<file path="src/rtl/seq_detect_sched.sv">
// Round-robin shared pattern matcher: one serial bit per cycle is taken from the
// next requesting channel and matched against a configurable pattern using per-channel history.
module seq_detect_sched #(
   parameter int              NCH     = 4,
   parameter int              PLEN    = 4,
   parameter int              CNTW    = 8,
   parameter logic [PLEN-1:0] RST_PAT = 4'b1011
) (
   input  logic                     clk,
   input  logic                     rst,
   input  logic                     enable,
   input  logic                     cfg_we,
   input  logic [PLEN-1:0]          cfg_pattern,
   input  logic                     cfg_overlap,
   input  logic [NCH-1:0]           req_valid,
   input  logic [NCH-1:0]           req_bit,
   output logic [NCH-1:0]           req_ready,
   output logic                     hit_valid,
   output logic [$clog2(NCH)-1:0]   hit_ch,
   output logic [CNTW-1:0]          hit_count,
   output logic                     busy
);

   // state | meaning
   // IDLE  | no grants; config writes accepted (they clear contexts and hit_count)
   // RUN   | one channel granted per cycle in round-robin order; config ignored
   typedef enum logic {S_IDLE, S_RUN} state_t;

   localparam int CHW = $clog2(NCH);
   localparam int FW  = $clog2(PLEN + 1);

   state_t          state;
   logic [PLEN-1:0] pattern;
   logic            overlap;
   logic [CHW-1:0]  rr_ptr;
   logic [PLEN-1:0] hist [NCH];
   logic [FW-1:0]   fill [NCH];

   logic            gnt_any;
   logic [CHW-1:0]  gnt_idx;
   logic [CHW-1:0]  scan_idx;
   logic [PLEN-1:0] cur_hist;
   logic [FW-1:0]   cur_fill;
   logic [PLEN-1:0] nh;
   logic [FW-1:0]   nf;
   logic            match;
   logic [CHW-1:0]  rr_next;

   assign busy = (state == S_RUN);

   // Dropping enable suppresses the grant in the same cycle, not just the next one.
   always_comb begin
      gnt_any  = 1'b0;
      gnt_idx  = '0;
      scan_idx = '0;
      if (state == S_RUN && enable) begin
         for (int k = 0; k < NCH; k++) begin
            scan_idx = CHW'((int'(rr_ptr) + k) % NCH);
            if (!gnt_any && req_valid[scan_idx]) begin
               gnt_any = 1'b1;
               gnt_idx = scan_idx;
            end
         end
      end
   end

   always_comb begin
      req_ready = '0;
      if (gnt_any) req_ready[gnt_idx] = 1'b1;
   end

   always_comb begin
      cur_hist = hist[gnt_idx];
      cur_fill = fill[gnt_idx];
      nh       = {cur_hist[PLEN-2:0], req_bit[gnt_idx]};
      nf       = (cur_fill == FW'(PLEN)) ? FW'(PLEN) : cur_fill + FW'(1);
      match    = gnt_any && (nf == FW'(PLEN)) && (nh == pattern);
      rr_next  = (gnt_idx == CHW'(NCH - 1)) ? '0 : gnt_idx + CHW'(1);
   end

   always_ff @(posedge clk) begin
      if (!rst) begin
         state     <= S_IDLE;
         pattern   <= RST_PAT;
         overlap   <= 1'b0;
         rr_ptr    <= '0;
         hit_valid <= 1'b0;
         hit_ch    <= '0;
         hit_count <= '0;
         for (int c = 0; c < NCH; c++) begin
            hist[c] <= '0;
            fill[c] <= '0;
         end
      end else begin
         hit_valid <= 1'b0;
         case (state)
            S_IDLE: begin
               if (cfg_we) begin
                  pattern   <= cfg_pattern;
                  overlap   <= cfg_overlap;
                  hit_count <= '0;
                  for (int c = 0; c < NCH; c++) begin
                     hist[c] <= '0;
                     fill[c] <= '0;
                  end
               end else if (enable) begin
                  state <= S_RUN;
               end
            end
            S_RUN: begin
               if (!enable) begin
                  state <= S_IDLE;
               end else if (gnt_any) begin
                  rr_ptr <= rr_next;
                  if (match && !overlap) begin
                     hist[gnt_idx] <= '0;
                     fill[gnt_idx] <= '0;
                  end else begin
                     hist[gnt_idx] <= nh;
                     fill[gnt_idx] <= nf;
                  end
                  if (match) begin
                     hit_valid <= 1'b1;
                     hit_ch    <= gnt_idx;
                     if (hit_count != {CNTW{1'b1}}) hit_count <= hit_count + CNTW'(1);
                  end
               end
            end
            default: state <= S_IDLE;
         endcase
      end
   end

endmodule

</file>
<file path="config.mk">
export PLATFORM = sky130hd
export DESIGN_NAME = seq_detect_sched
export DESIGN_NICKNAME = d
export VERILOG_FILES = /design/src/rtl/seq_detect_sched.sv
export SDC_FILE = /design/constraint.sdc
export NUM_CORES = 1
export LEC_CHECK = 0
export ABC_AREA = 1
export CAP_MARGIN = 20
export CORE_MARGIN = 2
export CORE_UTILIZATION = 49
export CTS_CLUSTER_SIZE = 10
export DETAILED_ROUTE_END_ITERATION = 8
export PLACE_DENSITY = 0.77
export SLEW_MARGIN = 0
export SYNTH_ARGS = -nofsm -noshare
export SYNTH_HDL_FRONTEND = slang
export SYNTH_SLANG_ARGS = --single-unit
</file>
<file path="constraint.sdc">
create_clock -name clk -period 3.3 [get_ports clk]
set_input_delay 0.66 -clock clk [delete_from_list [all_inputs] [get_ports clk]]
set_output_delay 0.66 -clock clk [all_outputs]
set_load 0.02 [all_outputs]
</file>
==> metrics.txt <==
non-filler cells in the finished layout 492; Worst Hold Depth 2; Synth top area share 26.8%; period utilisation layout 93.3%; largest net degree at the start of global routing 14; Lkg Pwr 1.62 nW; dominant synthesized flop cell edfxtp_1; CP Class flip-flop to flip-flop; routed vias 2581; clock transition at the registers of the reported paths 0.08 ns; Rel. slew slack 70.1%; H-tree depth 2; Worst Hold End pattern[1]$_SDFFE_PN1P_; final slew viol count 0; clock latency on the worst-skew pair 0.30 ns; CP arrival 3.14 ns; FFs w/ async S/R, synth 0%; global route total overflow 0; Antenna diodes 0; vias per cell 5.25; FF-to-FF path depth 23; Worst Skew 0.00867 ns; DRC Markers 0; hold crit path type flip-flop to flip-flop; # rows 26; Global Route Usage Sum 23.6%; gpl congestion 0.863; max cap viols 0; initial antenna violation count 0; critical path data required time 3.36 ns; Yosys cell types 37; Final nets 444; Starting Density 51.7%; area leader, netlist edfxtp_1; register area share after synthesis 40.9%; Layout area overhead 35.1%; Post-Route WL 7230 um; reg-to-reg startpoint rr_ptr[1]$_SDFFE_PN0P_; Vert. Die Dim 78.1 um; Post-Place Cells 479; R2R Setup Slk 0.22 ns; RSZ-0062 raised after global routing no; HPWL after DPL 5080 um; type of destination of the critical path flip-flop; synth cell count leaders nand2_1 (87), nor2_1 (46), nand3_1 (42); number of flops mapped to enable cells by yosys 24; CTS tree yes; port buffer count 32; VDD IR-drop max 0.274 mV; FILL cells 420; crit path max fanout 6; Synth area leaders edfxtp_1 (27%), dfxtp_1 (14%), nand2_1 (12%); Mapped Nets 368; most frequent cell after synthesis nand2_1; overall die width 78.1 um; register bit count reported by yosys 43; worst hold slack 0.515 ns; post-synthesis instance total 345; Post-Syn Area 0.00269 mm2; Hold Fails Final Rpt 0; cts bufs inserted 5; die area 0.00610 mm2; Synth Area per Inst 7.80 um2; R2R Path End hist[3][2]$_SDFFCE_PN0P_; wire per inst 14.7 um; Worst Setup Start Kind flip-flop; Fmax 325 MHz; worst hold start pattern[1]$_SDFFE_PN1P_; # IOs 33; clk buf depth 2; CTS hold repair buffers 0; minimum clock period 3.08 ns; clock root buffer clkbuf_8; 1st-pass router iterations 4; vias in the first global route 2349; clk sinks 43; layout cells sized above 1 30.8%; Final ANT Viol Nets 0; Core Area 0.00520 mm2; Tot Pwr 1.22 mW; P per Cell Area 335 mW/mm2; yosys warns 0; DRT iter0 DRCs 125; final setup vio count 0; first-pass GRT wire length 11300 um; Slew @ Worst Pin 0.447 ns; status finished clean
## metal layers
metal | global-route usage [%] | vias up | part of all wire, %
met1 | 30.5 | 1217 | 42
met2 | 40.4 | 79 | 52
met3 | 4.83 | 11 | 4.9
met5 | 0 | - | 0
li1 | - | 1274 | -
met4 | 6.49 | 0 | 1.4
## cell type report
class | instances | area [um2] | share of cell area [%]
Clock buffer | 6 | 72.6 | 2.00
Clock inverter | 2 | 11.3 | 0.310
Inverter | 38 | 163 | 4.48
Multi-Input combinational cell | 258 | 1540 | 42.3
Sequential cell | 43 | 1100 | 30.3
Tap cell | 70 | 87.6 | 2.41
Timing Repair Buffer | 75 | 663 | 18.2
## state kept, by name (all words and copies together), names as in the netlist
register and cells:
fill 12, hist 12, hit_count 8, pattern 4, hit_ch 2, rr_ptr 2, busy 1, hit_valid 1
overlap 1
## report_power, final
group	internal [mW]	switching (mW)	total, mW
Clock	0.149	0.189	0.338
Combinational	0.118	0.158	0.276
Sequential	0.588	0.0141	0.602
Total	0.855	0.362	1.22
## placed cells by master (no fill, tap or decap), drive strengths merged, types with 6 or more instances in the layout
| master | netlist | final |
|---|---|---|
| nand2 | 107 | 107 |
| nand3 | 55 | 55 |
| nor2 | 50 | 50 |
| buf | 5 | 44 |
| inv | 36 | 36 |
| edfxtp | 24 | 24 |
| clkdlybuf4s50 | 0 | 24 |
| dfxtp | 19 | 19 |
| a21oi | 11 | 11 |
| o21ai | 11 | 11 |
| ha | 6 | 6 |
| clkbuf | 1 | 6 |
## critical path, stage by stage, from the launching register on
cell and delay, ns:
dfxtp_1 0.47, inv_2 0.14, nand2_2 0.10, nand2_4 0.07
nand2_2 0.07, nand2_2 0.07, nor2_4 0.14, nand3_1 0.10
nand3_2 0.09, nand2_4 0.10, inv_6 0.10, nand3_2 0.09
nand2_2 0.12, ha_4 0.21, nor2_1 0.08, nand2_1 0.06
clkinv_1 0.04, nand2_1 0.07, nor2_4 0.14, nand2_4 0.06
o21bai_4 0.15, clkinv_4 0.14, nand3_4 0.14, nor2_1 0.06
## how the worst max path moves through the flow
stage / cells after the start / startpoint / end / slack [ns]
after floorplan: 24 / req_valid[3] / hist[0][2]$_SDFFCE_PN0P_ / 0.22
after global placement: 15 / req_valid[3] / req_ready[3] / -0.37
after detailed placement: 15 / req_valid[1] / req_ready[3] / -0.40
after CTS: 25 / req_valid[1] / fill[2][2]$_SDFFCE_PN0P_ / 0.007
after global routing: 25 / rr_ptr[1]$_SDFFE_PN0P_ / hist[3][2]$_SDFFCE_PN0P_ / 0.03
final: 23 / rr_ptr[1]$_SDFFE_PN0P_ / hist[3][2]$_SDFFCE_PN0P_ / 0.22
## stage by stage
| step | utilization [%] | TNS (ns) | setup WS (ns) | instance area (um2) |
|---|---|---|---|---|
| 6_report | 69.8 | 0 | 0.220 | 3630 |
| 5_1_grt | 69.8 | 0 | 0.0348 | 3630 |
| 4_1_cts | 67.1 | 0 | 0.00668 | 3490 |
| 3_5_place_dp | 63.9 | -14.11 | -0.404 | 3330 |
| 3_3_place_gp | 63.9 | -11.15 | -0.370 | 3330 |
| 2_1_floorplan | - | 0 | 0.221 | 2690 |
## cells by family (layout without fill, tap and decap cells)
group,count (synthesis),count (layout),synth area share (%)
xor+xnor,4,4,1.30
simple gates,223,223,41.6
flops,43,43,40.9
buf+inv,44,121,7.95
fa+ha+maj,6,6,2.79
compound gates,25,25,5.49
## timing repair
| item | CTS | global route |
|---|---|---|
| pin swaps | 7 | 15 |
| hold endpoints to repair | 0 | 0 |
| buffers inserted | 1 | 4 |
| gates resized for setup | 28 | 35 |
| setup endpoints to repair | 36 | 38 |
| cloned | 0 | 0 |
Note: power is estimated with default switching activity, not from simulation.
